$ cat src/rtl/datapath_pkg.sv
`default_nettype none
// ============================================================================
// Module   : datapath_pkg
// Brief    : Shared types for the dispatch stage: FU ids, register indices,
//            result-status entries and buffered instruction entries.
// Revision : 1.0 - initial release
// ============================================================================
package datapath_pkg;

    localparam int C_NREGS   = 32;
    localparam int C_NFU     = 3;
    localparam int C_INSTR_W = 32;
    localparam int C_REG_W   = $clog2(C_NREGS);
    localparam int C_FU_W    = $clog2(C_NFU);

    typedef logic [C_FU_W-1:0]  fu_id_t;
    typedef logic [C_REG_W-1:0] reg_idx_t;

    typedef struct packed {
        logic   valid;
        fu_id_t fu;
    } stat_entry_t;

    typedef struct packed {
        logic [C_INSTR_W-1:0] instr;
        fu_id_t               fu;
        reg_idx_t             rd;
        reg_idx_t             rs1;
        reg_idx_t             rs2;
        logic                 wen;
    } disp_entry_t;

    // True when the entry is live and owned by the given FU.
    function automatic logic stat_owned_by(input stat_entry_t e, input fu_id_t fu);
        return e.valid && (e.fu == fu);
    endfunction

endpackage
`default_nettype wire

$ cat src/rtl/rstat_table.sv
`default_nettype none
// ============================================================================
// Module   : rstat_table
// Brief    : Register result-status table (which FU will write each reg).
//            Set port wins over clear port; DISPATCH_WB_BYPASS_EN forwards a
//            same-cycle matching clear onto the read ports.
// Revision : 1.0 - initial release
// ============================================================================
module rstat_table
    import datapath_pkg::*;
#(
    parameter int NREGS = C_NREGS
) (
    input  logic        clk,
    input  logic        rst,
    input  logic        i_set_en,
    input  reg_idx_t    i_set_rd,
    input  fu_id_t      i_set_fu,
    input  logic        i_clr_valid,
    input  reg_idx_t    i_clr_rd,
    input  fu_id_t      i_clr_fu,
    input  reg_idx_t    i_rs1,
    input  reg_idx_t    i_rs2,
    input  reg_idx_t    i_rd,
    output stat_entry_t o_rs1,
    output stat_entry_t o_rs2,
    output logic        o_rd_busy
);

    stat_entry_t r_stat [NREGS];
    logic        w_clr;

    // Writebacks from a FU that no longer owns the register are stale.
    assign w_clr = i_clr_valid && stat_owned_by(r_stat[i_clr_rd], i_clr_fu);

    always_ff @(posedge clk or posedge rst) begin
        if (rst) begin
            for (int i = 0; i < NREGS; i++) r_stat[i] <= '0;
        end else begin
            if (w_clr) r_stat[i_clr_rd] <= '0;
            if (i_set_en && (i_set_rd != '0)) r_stat[i_set_rd] <= '{valid: 1'b1, fu: i_set_fu};
        end
    end

`ifdef DISPATCH_WB_BYPASS_EN
    always_comb begin
        o_rs1     = r_stat[i_rs1];
        o_rs2     = r_stat[i_rs2];
        o_rd_busy = r_stat[i_rd].valid;
        if (w_clr && (i_clr_rd == i_rs1)) o_rs1 = '0;
        if (w_clr && (i_clr_rd == i_rs2)) o_rs2 = '0;
        if (w_clr && (i_clr_rd == i_rd))  o_rd_busy = 1'b0;
    end
`else
    assign o_rs1     = r_stat[i_rs1];
    assign o_rs2     = r_stat[i_rs2];
    assign o_rd_busy = r_stat[i_rd].valid;
`endif

endmodule
`default_nettype wire

$ cat src/rtl/dispatch_sched.sv
`default_nettype none
// ============================================================================
// Module   : dispatch_sched
// Brief    : Dispatch stage: DEPTH-entry instruction FIFO gated by WAW and
//            FU-busy hazards. Option: DISPATCH_WB_BYPASS_EN (wb bypass).
// Revision : 1.0 - initial release
// ============================================================================
module dispatch_sched
    import datapath_pkg::*;
#(
    parameter  int NREGS   = C_NREGS,
    parameter  int NFU     = C_NFU,
    parameter  int DEPTH   = 4,
    parameter  int INSTR_W = C_INSTR_W,
    localparam int REG_W   = $clog2(NREGS),
    localparam int FU_W    = $clog2(NFU),
    localparam int CNT_W   = $clog2(DEPTH) + 1
) (
    input  logic               CLK,
    input  logic               RST,
    input  logic               flush,
    input  logic               freeze,
    input  logic               in_valid,
    output logic               in_ready,
    input  logic [INSTR_W-1:0] in_instr,
    input  logic [FU_W-1:0]    in_fu,
    input  logic [REG_W-1:0]   in_rd,
    input  logic [REG_W-1:0]   in_rs1,
    input  logic [REG_W-1:0]   in_rs2,
    input  logic               in_wen,
    input  logic [NFU-1:0]     fu_busy,
    input  logic               wb_valid,
    input  logic [REG_W-1:0]   wb_rd,
    input  logic [FU_W-1:0]    wb_fu,
    output logic               out_valid,
    input  logic               out_ready,
    output logic [INSTR_W-1:0] out_instr,
    output logic [FU_W-1:0]    out_fu,
    output logic [REG_W-1:0]   out_rd,
    output logic [REG_W-1:0]   out_rs1,
    output logic [REG_W-1:0]   out_rs2,
    output logic               out_wen,
    output logic               out_rs1_pend,
    output logic               out_rs2_pend,
    output logic [FU_W-1:0]    out_rs1_fu,
    output logic [FU_W-1:0]    out_rs2_fu,
    output logic [CNT_W-1:0]   count
);

    localparam int PTR_W  = $clog2(DEPTH);
    localparam int BUSY_W = 1 << FU_W;

    disp_entry_t        r_mem [DEPTH];
    logic [PTR_W-1:0]   r_wr_ptr;
    logic [PTR_W-1:0]   r_rd_ptr;
    logic [CNT_W-1:0]   r_count;

    disp_entry_t        w_head;
    disp_entry_t        w_in;
    stat_entry_t        w_rs1_stat;
    stat_entry_t        w_rs2_stat;
    logic               w_rd_busy;
    logic               w_waw;
    logic               w_hazard;
    logic               w_enq;
    logic               w_deq;
    logic               w_set_en;
    logic [BUSY_W-1:0]  w_busy_ext;

    assign w_head = r_mem[r_rd_ptr];
    assign w_in   = '{instr: in_instr, fu: in_fu, rd: in_rd, rs1: in_rs1, rs2: in_rs2, wen: in_wen};

    // Deliberately independent of dequeue: a full buffer never accepts.
    assign in_ready = (r_count < CNT_W'(DEPTH)) && !freeze && !flush;
    assign w_enq    = in_valid && in_ready;

    // Pad so an out-of-range FU id reads as not busy.
    assign w_busy_ext = BUSY_W'(fu_busy);
    assign w_waw      = w_head.wen && (w_head.rd != '0) && w_rd_busy;
    assign w_hazard   = w_waw || w_busy_ext[w_head.fu];
    assign out_valid  = (r_count != '0) && !w_hazard && !freeze && !flush;
    assign w_deq      = out_valid && out_ready;
    assign w_set_en   = w_deq && w_head.wen && (w_head.rd != '0);

    assign out_instr    = w_head.instr;
    assign out_fu       = w_head.fu;
    assign out_rd       = w_head.rd;
    assign out_rs1      = w_head.rs1;
    assign out_rs2      = w_head.rs2;
    assign out_wen      = w_head.wen;
    assign out_rs1_pend = (w_head.rs1 != '0) && w_rs1_stat.valid;
    assign out_rs2_pend = (w_head.rs2 != '0) && w_rs2_stat.valid;
    assign out_rs1_fu   = w_rs1_stat.fu;
    assign out_rs2_fu   = w_rs2_stat.fu;
    assign count        = r_count;

    // freeze and flush already block w_enq/w_deq, so only flush needs a branch.
    always_ff @(posedge CLK or posedge RST) begin
        if (RST) begin
            r_wr_ptr <= '0;
            r_rd_ptr <= '0;
            r_count  <= '0;
            for (int i = 0; i < DEPTH; i++) r_mem[i] <= '0;
        end else if (flush) begin
            r_wr_ptr <= '0;
            r_rd_ptr <= '0;
            r_count  <= '0;
        end else begin
            if (w_enq) begin
                r_mem[r_wr_ptr] <= w_in;
                r_wr_ptr        <= r_wr_ptr + PTR_W'(1);
            end
            if (w_deq) r_rd_ptr <= r_rd_ptr + PTR_W'(1);
            r_count <= r_count + CNT_W'(w_enq) - CNT_W'(w_deq);
        end
    end

    rstat_table #(
        .NREGS (NREGS)
    ) u_rstat (
        .clk         (CLK),
        .rst         (RST),
        .i_set_en    (w_set_en),
        .i_set_rd    (w_head.rd),
        .i_set_fu    (w_head.fu),
        .i_clr_valid (wb_valid),
        .i_clr_rd    (wb_rd),
        .i_clr_fu    (wb_fu),
        .i_rs1       (w_head.rs1),
        .i_rs2       (w_head.rs2),
        .i_rd        (w_head.rd),
        .o_rs1       (w_rs1_stat),
        .o_rs2       (w_rs2_stat),
        .o_rd_busy   (w_rd_busy)
    );

endmodule
`default_nettype wire

$ cat config.mk
export PLATFORM = sky130hd
export DESIGN_NAME = dispatch_sched
export DESIGN_NICKNAME = d
export VERILOG_FILES = /design/src/rtl/datapath_pkg.sv /design/src/rtl/rstat_table.sv /design/src/rtl/dispatch_sched.sv
export SDC_FILE = /design/constraint.sdc
export NUM_CORES = 1
export LEC_CHECK = 0
export BUFFER_PORTS_ARGS = -buffer_cell sky130_fd_sc_hd__buf_2
export CAP_MARGIN = 15
export CELL_PAD_IN_SITES_DETAIL_PLACEMENT = 1
export CELL_PAD_IN_SITES_GLOBAL_PLACEMENT = 1
export CORE_MARGIN = 5
export CORE_UTILIZATION = 41
export DETAILED_ROUTE_END_ITERATION = 7
export PLACE_DENSITY = 0.77
export SETUP_SLACK_MARGIN = 0.1
export SLEW_MARGIN = 20
export SYNTH_ARGS = -nofsm -noshare
export SYNTH_HDL_FRONTEND = slang
export SYNTH_HIERARCHICAL = 1
export SYNTH_SLANG_ARGS = --single-unit
$ cat constraint.sdc
create_clock -name CLK -period 8.3 [get_ports CLK]
set_input_delay 1.245 -clock CLK [delete_from_list [all_inputs] [get_ports CLK]]
set_output_delay 1.245 -clock CLK [all_outputs]
set_load 0.02 [all_outputs]
Word-level counts from Yosys, hierarchy flattened
Index checks and enable logic that the tools add are counted.

Bits in registers: 303. Bits of input ports: 67. Output and inout port bits: 61.

Add/sub/neg operators: 4. $lt $le $gt $ge: 11. Equality and inequality tests: 1. Muxes and demuxes: 32. Bitwise gates (word level): 9. Reduce and logical (&&, ||, !) cells: 30.

Operators by type and width (count): 200-bit bitwise mux (1); 96-bit two-way mux (2); 50-bit two-way mux (3); 50-bit binary-select mux with 2-bit select (1); 50-bit demux with 2-bit select (1); 96-bit AND (1); 96-bit bitwise mux (1); 96-bit inverter (1); 3-bit binary-select mux with 5-bit select (4); 3-bit two-way mux (11); 3-bit demux with 5-bit select (2); 6-bit greater-or-equal comparator (second input constant) (4); 5-bit inverter with 6-bit output (4); 1-bit logical AND (19); 5-bit nonzero test (3); 6-bit by 1-bit < comparator with 1-bit output (second input constant) (2); 2-bit two-way mux (4); 3-bit greater-or-equal comparator (second input constant) (2); 2-bit inverter with 3-bit output (2); 2-bit by 1-bit adder with 2-bit output (second input constant) (2); 2-bit nonzero test (2); 3-bit by 1-bit adder with 3-bit output (1); 1-bit logical NOT (3); 2-bit by 3-bit < comparator with 1-bit output (second input constant) (1); 10 further kinds (10).

Depth between registers and ports, before layout
Gate-level depths: netlist of the first run.

Word-level depth: 19. Depth in mapped cells: 15. Mapped depth without buffers: 13.

Cells and area by module
The synthesis of the first run kept the hierarchy.

Modules (own cells, without submodules): dispatch_sched (times used 1, cells each 541, area each 9047.4 µm², seq. area each 5180.0 µm²); rstat_table (times used 1, cells each 607, area each 7131.8 µm², seq. area each 2402.3 µm²).

Least setup slack after synthesis of the first run
Ideal clock, no wire load.

Path kind: register to output. From: register r_rd_ptr[1]. To: output out_rs1_pend. Arrival time: 3.378 ns. Required time: 7.055 ns. Slack: 3.677 ns. Cell stages (with the launch flop): 11. Path buffers: 5. Cells stage by stage: dfrtp_1 -> clkbuf_1 -> clkbuf_1 -> buf_1 -> mux4_2 -> buf_1 -> clkbuf_1 -> mux4_2 -> mux4_2 -> mux2_2 -> o21a_1.

RTL lines: start: declaration (line dispatch_sched.sv:55) `logic [PTR_W-1:0] r_rd_ptr;`; start signal: assignment (line dispatch_sched.sv:113) `if (w_deq) r_rd_ptr <= r_rd_ptr + PTR_W'(1);`; end: declaration (line dispatch_sched.sv:43) `output logic out_rs1_pend,`.

Worst setup path in the final report of the first run
From: register r_rd_ptr[0]. To: register u_rstat/r_stat[64] in the netlist's numbering.

Cells in the longest elaborated chain, start to end: 19. Elaborated cells between the ends (all ways): 29. Those cells by class: order compare (2); mux (12); bitwise (2); reduce/logical (13).

RTL lines: 2-bit inverter with 3-bit output (not written as such) (line dispatch_sched.sv:70) `assign w_head = r_mem[r_rd_ptr];`; 50-bit binary-select mux with 2-bit select (line dispatch_sched.sv:70); 50-bit two-way mux (not written as such) (2 in series) (line dispatch_sched.sv:70); 5-bit inverter with 6-bit output (not written as such) (line rstat_table.sv:57) `assign o_rd_busy = r_stat[i_rd].valid;`; 3-bit binary-select mux with 5-bit select (line rstat_table.sv:57); 3-bit two-way mux (not written as such) (2 in series) (line rstat_table.sv:57); named net w_rd_busy (line dispatch_sched.sv:62) `logic w_rd_busy;`; 1-bit logical AND (line dispatch_sched.sv:79) `assign w_waw = w_head.wen && (w_head.rd != '0) && w_rd_busy;`; 1-bit logical OR (line dispatch_sched.sv:80) `assign w_hazard = w_waw || w_busy_ext[w_head.fu];`; 1-bit logical NOT (line dispatch_sched.sv:81) `assign out_valid = (r_count != '0) && !w_hazard && !freeze && !flush;`; 1-bit logical AND (3 in series) (line dispatch_sched.sv:81); 1-bit logical AND (line dispatch_sched.sv:82) `assign w_deq = out_valid && out_ready;`; 1-bit logical AND (2 in series) (line dispatch_sched.sv:83) `assign w_set_en = w_deq && w_head.wen && (w_head.rd != '0);`; named net w_set_en (line dispatch_sched.sv:67) `logic w_set_en;`; 1-bit logical AND (line rstat_table.sv:41) `if (i_set_en && (i_set_rd != '0)) r_stat[i_set_rd] <= '{valid: 1'b1, fu: i_set_fu};`; 96-bit two-way mux (line rstat_table.sv:41); end signal: indexed assignment (line rstat_table.sv:41); end: declaration (line rstat_table.sv:30) `stat_entry_t r_stat [NREGS];`.

The timed path passes the listed nets, and every way through them passes these cells. The select of a mux whose other input is x is not followed. A chain may end at the register's enable or synchronous reset.

==> summary.md, run 1 <==
| Metric | Value |
|---|---|
| Status | `finished clean` |
| CP cell instances | `mux4_2 -> mux4_2 -> mux4_2 -> mux2_2 -> o211a_1 -> nor3_2 -> o211a_1 -> and2_0 -> nand2_1 -> mux2i_1 -> a31oi_1` |
| Yosys reg bits | `303` |
| Top sig layer | `met5` |
| Clk root buf | `clkbuf_16` |
| Antenna violations before repair | `10` |
| Vias per cell | `~6.3` |
| DRC | `0` |
| Clk buf depth | `3` |
| Cell Area, Synth | `16,180 sq um` |
| Max_slew headroom | `0.2478` |
| Synth Warn # | `6` |
| Synth Flop Type | `dfrtp_1` |
| Synth area leader | `dfrtp_1` |
| Clk slew on worst S/H paths | `0.06 ns` |
| Layout cells sized above 1 | `0.4412` |
| Met2 WL | `23,940 um` |
| Top cells by area, synth | `dfrtp_1, mux4_2, mux2_2` |
| RePlAce Congestion | `0.8630` |
| Met3 WL | `3939 um` |
| Cell mode on critical path | `mux4_2` |
| M1 WL | `18,890 um` |
| First-pass GRT wire length | `75,790 um` |
| Synth unique cells | `49` |
| Largest net degree at the start of global routing | `128` |
| Slowest cell on crit path | `and2_0` |
| Final #Nets | `between 1,000 and 1,500` |
| Post CTS Setup Buffer Count | `0` |
| Post_cts resized | `0` |
| Leak pwr | `8.361 nW` |
| Port buffer count | `127` |
| Setup crit end kind | `flop` |
| Worst-margin pin slew | `approximately 1.1 ns` |
| Placed inst area | `around 17,000 sq um` |
| Multi-input gate area | `8054 sq um` |
| Hold WS | `~0.50 ns` |
| Sequential cell area | `7587 sq um` |
| Final std cells w/o fill | `1,770` |
| Hold Crit Depth | `1` |
| Slew Viols, Final | `0` |
| CP required | `8.66 ns` |
| Skew final | `0.01778 ns` |
| Post-synth EDFFs | `0` |
| Post-synth ARST share | `1.000` |
| Design area | `around 18,000 sq um` |
| Post-Syn Instances | `1,148` |
| Fmax | `~0.18 GHz` |
| FILL cells | `3,834` |
| Number of global-route vias before repair | `approximately 12,000` |
| Synthesized netlist net count | `1,222` |
| Total GRT Usage | `0.2212` |
| Hold_buf cts | `0` |
| Hold WC Path Type | `reg2reg` |
| Final setup vio count | `0` |
| Max-cap violation count | `0` |
| Crit path DAT | `5.91 ns` |
| R2R cell count | `11` |
| DRT Wirelength | `48,320 um` |
| Final Util | `0.4715` |
| Starting Density | `0.4167` |
| Share of the synthesized area in the top cell type | `0.4686` |
| Fin crit share | `0.6686` |
| Die X | `208.7 um` |
| Vias | `between 10,000 and 15,000` |
| Worst setup path start | `r_rd_ptr[0]` |
| Synth Area per Inst | `14.09 sq um` |
| Slowest stage delay, CP | `about 0.86 ns` |
| Clk sinks | `303` |
| Worst Path Max Fanout | `31` |
| Flop2flop setup slack | `roughly 2.8 ns` |
| DP Cell Count | `between 1,500 and 2,000` |
| Worst r2r src | `r_rd_ptr[0]` |
| Sequential fraction of the synthesis area | `0.4686` |
| Die area | `43,530 sq um` |
| Die Span Y | `around 210 um` |
| Grt total ovfl | `0` |
| Peak VDD IR | `0.1693 mV` |
| Rows | `72` |
| Setup_tns | `0 ns` |
| Core Region | `38,830 sq um` |
| ANT nets after route | `0` |
| IO Pins | `128` |
| Tmin final | `~5.5 ns` |
| Area Overhead vs Synth | `13.15%` |
| R2R Path End | `u_rstat/r_stat[64]` |
| Startpoint types | `flop` |
| DRT Pass-1 Iters | `5` |
| H-tree Lvls | `2` |
| Dpl hpwl | `31,810 um` |
| CTS buffer count | `34` |
| RSZ-0062 raised after global routing | `false` |
| HP Start | `r_mem[21]` |
| Clock Latency Late Sink | `0.53 ns` |
| Wirelength per Cell | `between 20 and 30 um` |
| PwrDens | `246.5 nW/um^2` |
| CTS tree | `built` |
| Drt first-iter violations | `828` |
| Final hold violation count | `0` |
| Hold EP | `r_mem[21]` |
| Crit path kind | `reg2reg` |
## layout make-up
type | count | area share
Multi-Input combinational cell | 731 | 0.4400
Sequential cell | 303 | 0.4145
Clock buffer | 50 | 0.05584
Timing Repair Buffer | 141 | 0.04067
Tap cell | 518 | 0.03540
Clock inverter | 11 | 0.01005
Inverter | 13 | 0.003212
Antenna cell | 3 | 0.0004101
## cell usage after synthesis (3+ instances only)
cell type / count
a21boi_0: 3
a21oi_1: 26
a31oi_1: 92
and2_1: 5
and3_1: 7
buf_1: 29
buf_2: 16
buf_4: 4
buf_6: 14
clkbuf_1: 38
dfrtp_1: 303
ha_1: 6
inv_1: 13
mux2_2: 207
mux2i_1: 100
mux4_2: 127
nand2_1: 41
nand2b_1: 3
nand3_1: 8
nand3b_1: 9
nor2_1: 20
nor2b_1: 6
nor3_1: 11
o21ai_0: 3
o221ai_1: 11
o22ai_1: 6
or3b_1: 7
or4_1: 3
## cell usage in the layout, fill, tap and decap left out, drive strengths merged, types with 3 or more instances in the layout
cell type,netlist,final
or4,3,3
nor3,13,13
o221ai,12,12
nand2,41,41
and2,6,6
mux4,127,127
mux2i,100,100
clkbuf,38,50
clkinv,0,6
nor2,20,20
or3b,7,7
a21oi,26,26
a31oi,94,94
inv,13,13
o22ai,6,6
nand3b,9,9
mux2,207,207
bufinv,0,4
dfrtp,303,303
a21boi,3,3
ha,6,6
nor2b,6,6
and3,7,7
o21ai,4,4
nand2b,3,3
diode,0,3
buf,63,141
nand3,8,8
## sequential cells by signal (all words and copies together) (netlist names)
| register | count |
|---|---|
| r_wr_ptr | 2 |
| r_mem | 200 |
| count | 3 |
| u_rstat/r_stat | 96 |
| r_rd_ptr | 2 |
## worst max-delay path, delay by kind of cell, from the launching register on
| family | cells | cell delay (ns) |
|---|---|---|
| compound gates | 3 | 0.50 |
| flops | 1 | 0.85 |
| mux | 5 | 2.47 |
| simple gates | 3 | 1.54 |
## report_power, final
part           switching (W)  leakage [nW]  internal, W
combinational       0.000633          3.73     0.000459
clock               0.000626         0.589     0.000984
sequential          0.000132          4.04      0.00168
## cell families (layout without fill, tap and decap cells)
logic type,count (synthesis),after routing,synth area share
AOI/OAI and AO/OA,155,155,0.06233
xor gates and xnor gates,3,3,0.001624
adders and majority gates,7,7,0.005877
buffers and inverters,114,215,0.03511
DFF,303,303,0.4686
muxes,434,434,0.3827
other,0,3,0
and+or+nand+nor,132,132,0.04369
## worst max path at each step
stage | end | slack, ns
after global routing | u_rstat/r_stat[64] | 2.49
after floorplan | count[0] | 1.40
after global placement | u_rstat/r_stat[42] | 2.86
after CTS | u_rstat/r_stat[78] | 2.56
after detailed placement | u_rstat/r_stat[78] | 2.63
final | u_rstat/r_stat[64] | 2.75
## per-stage QoR
stage          power, W  worst slack, ns
2_1_floorplan  0.002558            1.403
3_3_place_gp   0.002856            2.864
3_5_place_dp   0.002913            2.629
4_1_cts        0.004550            2.558
5_1_grt        0.004702            2.492
6_report       0.004512            2.751
## per-layer routing
metal  track usage  vias up
met3       0.06614       95
met4       0.06368       12
li1              -     4624
met1        0.2843     5951
met2        0.3671      402
met5             0        -
Power figures use the tool's default switching activity.
==> run 2: changes to the inputs <==
PLACE_DENSITY = 0.8   (was 0.77)
clock period = 4.6 ns   (was 8.3 ns; I/O delays follow)
==> summary.md, run 2 (synthesized netlist as in run 1, its figures left out) <==
| Metric | Value |
|---|---|
| RSZ-0062 raised after global routing | `true` |
| Sequential cell area | `7587 sq um` |
| Die Span Y | `208.7 um` |
| IO Pins | `between 100 and 150` |
| Port buffer count | `127` |
| Crit path kind | `reg2out` |
| Leak pwr | `between 8 and 9 nW` |
| Hold WS | `0.1071 ns` |
| Clock Latency Late Sink | `0.59 ns` |
| Hold_buf cts | `0` |
| Die X | `208.7 um` |
| Final #Nets | `1,326` |
| Max-cap violation count | `0` |
| DRC | `0` |
| Number of global-route vias before repair | `12,430` |
| Startpoint types | `flop` |
| Vias per cell | `6.375` |
| Max_slew headroom | `0.1825` |
| Final hold violation count | `0` |
| Core Region | `38,830 sq um` |
| Multi-input gate area | `between 8000 and 9000 sq um` |
| Most used cells in the layout excluding fill and tap cells | `dfrtp_1, mux2_2, mux4_2` |
| H-tree Lvls | `1` |
| Clk slew on worst S/H paths | `0.06 ns` |
| CP required | `3.91 ns` |
| Seq pwr share | `0.414` |
| Vias | `11,450` |
| Worst-margin pin slew | `1.217 ns` |
| Rows | `slightly above 70` |
| CTS tree | `built` |
| DRT Pass-1 Iters | `5` |
| Drt first-iter violations | `918` |
| Skew final | `0.01296 ns` |
| Largest net degree at the start of global routing | `71` |
| Hold WC Path Type | `in2async` |
| Grt total ovfl | `0` |
| CTS buffer count | `31` |
| Peak VDD IR | `0.3838 mV` |
| Layout cells sized above 1 | `0.4491` |
| Final setup vio count | `0` |
| FILL cells | `3,861` |
| ANT nets after route | `0` |
| Worst r2r src | `r_rd_ptr[0]` |
| Top reg by flops | `r_mem` |
| RePlAce Congestion | `roughly 0.85` |
| Clk buf depth | `3` |
| Status | `finished clean` |
| Setup crit end kind | `output port` |
| Total GRT Usage | `0.2314` |
| Area Overhead vs Synth | `14.03%` |
| Setup_tns | `0 ns` |
| Die area | `between 40,000 and 50,000 sq um` |
| PwrDens | `429.2 nW/um^2` |
| P_sw | `about 0.0025 W` |
| Clk sinks | `303` |
| Slew Viols, Final | `0` |
| Commonest non-fill, non-tap cell in the layout | `dfrtp_1` |
| Placed inst area | `17,270 sq um` |
| Starting Density | `0.4167` |
| Worst setup path start | `r_rd_ptr[1]` |
| Combinational share of power | `0.266` |
| DRT Wirelength | `51,440 um` |
| Crit path DAT | `around 3.8 ns` |
| First-pass GRT wire length | `around 80,000 um` |
| Worst Path Max Fanout | `31` |
| Net Sw Frac | `0.3211` |
| Final Util | `0.4752` |
| Clk root buf | `clkbuf_16` |
| Tmin final | `roughly 4.5 ns` |
| Fin crit share | `0.9707` |
| Wirelength per Cell | `28.64 um` |
| Cell internal pwr | `0.005376 W` |
| Dpl hpwl | `33,370 um` |
| Design area | `18,450 sq um` |
| Max reg flops | `200` |
| Fmax | `0.2240 GHz` |
| Antenna violations before repair | `9` |
| Clock power share | `0.321` |
[run 2: power groups by stage]
| stage | clock (W) | sequential [W] | combinational [W] |
|---|---|---|---|
| after floorplan | 0 | 0.00319 | 0.00142 |
| after global placement | 0 | 0.00324 | 0.00197 |
| after detailed placement | 0 | 0.00329 | 0.00204 |
| after CTS | 0.00257 | 0.00327 | 0.00210 |
| after global routing | 0.00268 | 0.00331 | 0.00223 |
| final | 0.00254 | 0.00328 | 0.00210 |
[run 2: worst paths after layout]
path                                       to  slack [ns]  cells after the start
setup / recovery                 out_rs2_pend        0.13                      7
hold / removal                      r_mem[62]        0.11                      2
setup reg to reg           u_rstat/r_stat[45]        0.19                     13
hold reg to reg                     r_mem[90]        0.50                      1
max in group asynchronous  u_rstat/r_stat[70]        3.33                      3
min in group CLK                  r_wr_ptr[1]        0.35                      2
[run 2: through the flow]
step | std cells | total power (W) | setup slack (ns)
6_report | 1796 | 0.007919 | 0.1350
2_1_floorplan | 1148 | 0.004616 | 0.2494
3_3_place_gp | 1727 | 0.005208 | 0.2680
3_5_place_dp | 1727 | 0.005325 | 0.06884
4_1_cts | 1790 | 0.007944 | 0.1047
5_1_grt | 1796 | 0.008217 | 0.04322
[run 2: what timing repair did]
item / in CTS / in global routing
setup buffers: 4 / 3
pin swaps: 0 / 2
gates cloned: 2 / 1
setup endpoints to repair: 22 / 19
gates resized for setup: 4 / 5
[run 2: layout make-up]
cell class,instances,share of cell area
multi-input combinational,733,0.4402
sequential,303,0.4113
timing repair buffer,170,0.05527
clock buffer,49,0.05059
tap,518,0.03513
clock inverter,8,0.004340
inverter,13,0.002984
antenna,2,0.0002713
[run 2: critical path, cell delays in order, from the launching register on]
cell and delay [ns]:
dfrtp_2 0.43, buf_6 0.34, mux4_2 0.84, mux4_2 0.44, mux4_2 0.51, mux2_2 0.31
o21a_1 0.11, buf_2 0.16
[run 2: routing by layer]
| layer | track usage | share of wire |
|---|---|---|
| met1 | 0.2972 | 0.38 |
| met4 | 0.08258 | 0.038 |
| met3 | 0.05864 | 0.080 |
| met5 | 0 | 0.0016 |
| met2 | 0.3838 | 0.50 |
==> run 3: changes to the inputs <==
CAP_MARGIN = 20   (was 15)
CORE_MARGIN = default   (was 5)
PLACE_DENSITY = 0.77   (was 0.8)
clock period = 5.75 ns   (was 4.6 ns; I/O delays follow)
==> summary.md, run 3 (synthesized netlist as in run 1, its figures left out) <==
| Metric | Value |
|---|---|
| CTS tree | `built` |
| M1 WL | `around 19,000 um` |
| Crit path kind | `reg2out` |
| Peak VDD IR | `~0.33 mV` |
| Clk root buf | `clkbuf_16` |
| Commonest non-fill, non-tap cell in the layout | `dfrtp_1` |
| Slowest cell on crit path | `mux4_2` |
| DRT Pass-1 Iters | `5` |
| RSZ-0062 raised after global routing | `false` |
| Antenna violations before repair | `7` |
| DP Cell Count | `1,720` |
| Wirelength per Cell | `approximately 26 um` |
| CP cell instances | `buf_4 -> mux4_2 -> mux4_2 -> mux4_2 -> mux2_2 -> o21a_1 -> buf_2` |
| Slew Viols, Final | `0` |
| Vias per cell | `6.177` |
| Design Power | `0.006494 W` |
| Max reg flops | `200` |
| Die Span Y | `~200 um` |
| Buf/Inv on CP | `2` |
| Clk slew on worst S/H paths | `roughly 0.06 ns` |
| Final Util | `0.4745` |
| Cell family with most CP delay | `multiplexers` |
| Die area | `40,260 sq um` |
| Status | `finished clean` |
| Cell mode on critical path | `mux4_2` |
| Post CTS Setup Buffer Count | `0` |
| Port buffer count | `127` |
| Skew final | `0.01932 ns` |
| Max_slew headroom | `0.2829` |
| Fmax | `0.2036 GHz` |
| Worst-margin pin slew | `around 1.1 ns` |
| Crit path DAT | `4.05 ns` |
| Met2 WL | `23,290 um` |
| DRC | `0` |
| Hold_buf cts | `0` |
| H-tree Lvls | `2` |
| IO Pins | `128` |
| CP required | `4.89 ns` |
| PwrDens | `352.5 nW/um^2` |
| Area Overhead vs Synth | `13.87%` |
| Rows | `72` |
| Dpl hpwl | `31,060 um` |
| Tmin final | `4.911 ns` |
| Final setup vio count | `0` |
| Total GRT Usage | `0.2355` |
| Slowest stage delay, CP | `1.04 ns` |
| Setup crit end kind | `output port` |
| Final worst slack | `0.8390 ns` |
| Clk buf depth | `3` |
| Worst Path Max Fanout | `26` |
| Starting Density | `0.4167` |
| Top sig layer | `met5` |
| Post_cts resized | `0` |
| Number of global-route vias before repair | `between 10,000 and 15,000` |
| Hold WC Path Type | `in2async` |
| Die X | `200.7 um` |
| Final #Nets | `1,315` |
| Met3 WL | `3413 um` |
| CTS buffer count | `36` |
| Leak pwr | `8.443 nW` |
| Largest net degree at the start of global routing | `~150` |
| Clock Latency Late Sink | `0.51 ns` |
| Most used cells in the layout excluding fill and tap cells | `dfrtp_1, mux2_2, mux4_2, buf_2, mux2i_1` |
| RePlAce Congestion | `slightly below 0.9` |
| First-pass GRT wire length | `73,670 um` |
| Final std cells w/o fill | `about 1,800` |
| Top reg by flops | `r_mem` |
| Drt first-iter violations | `828` |
| DRT Wirelength | `46,760 um` |
| Clk sinks | `303` |
| Setup_tns | `0 ns` |
| Placement Setup Slack | `1.083 ns` |
| Layout cells sized above 1 | `0.4415` |
| Startpoint types | `flop` |
| Vias | `11,030` |
| Max-cap violation count | `0` |
| Fin crit share | `0.8541` |
| Core Region | `38,830 sq um` |
| Final hold violation count | `0` |
| ANT nets after route | `0` |
| Grt total ovfl | `0` |
## run 3: cell count changes in the layout (fill, tap and decap cells not counted), sizes merged
| cell | before | now |
|---|---|---|
| inv | 13 | 15 |
| buf | 169 | 156 |
| clkdlybuf4s15 | 1 | 0 |
| clkbuf | 49 | 52 |
| mux4 | 129 | 127 |
| bufinv | 1 | 4 |
| clkinv | 6 | 4 |
## run 3: cell type report
class | count | area [sq um]
Clock buffer | 52 | 1022
Tap cell | 518 | 648.1
Clock inverter | 11 | 176.4
Timing Repair Buffer | 156 | 885.9
Antenna cell | 2 | 5.005
Sequential cell | 303 | 7587
Fill cell | 3890 | 20400
Multi-Input combinational cell | 731 | 8044
Inverter | 13 | 55.05
## run 3: where the power goes
| part | switching (W) | total (W) | internal [W] |
|---|---|---|---|
| Sequential | 0.000177 | 0.00260 | 0.00242 |
| Combinational | 0.000900 | 0.00157 | 0.000671 |
| Clock | 0.000902 | 0.00232 | 0.00142 |
## run 3: routing by layer
metal	track usage	vias to the layer above
met5	0	-
met2	0.3935	414
met4	0.07579	8
li1	-	4647
met3	0.05422	98
met1	0.3035	5865
## run 3: worst paths after layout
| kind | from | to | slack [ns] | cells past startpoint |
|---|---|---|---|---|
| min in group CLK | r_mem[64] | r_mem[64] | 0.50 | 1 |
| min reg2reg | r_mem[64] | r_mem[64] | 0.50 | 1 |
| min | RST | u_rstat/r_stat[83] | 0.46 | 2 |
| max reg2reg | r_rd_ptr[0] | u_rstat/r_stat[30] | 1.05 | 12 |
| max in group asynchronous | RST | u_rstat/r_stat[43] | 4.12 | 3 |
| max | r_rd_ptr[0] | out_rs1_pend | 0.84 | 7 |
## run 3: per-stage QoR
stage	hold WS (ns)	cell area, sq um
6_report	0.4578	18420
5_1_grt	0.4836	18420
4_1_cts	0.4603	18390
3_5_place_dp	0.4876	17190
3_3_place_gp	0.4812	17190
2_1_floorplan	0.4739	16180
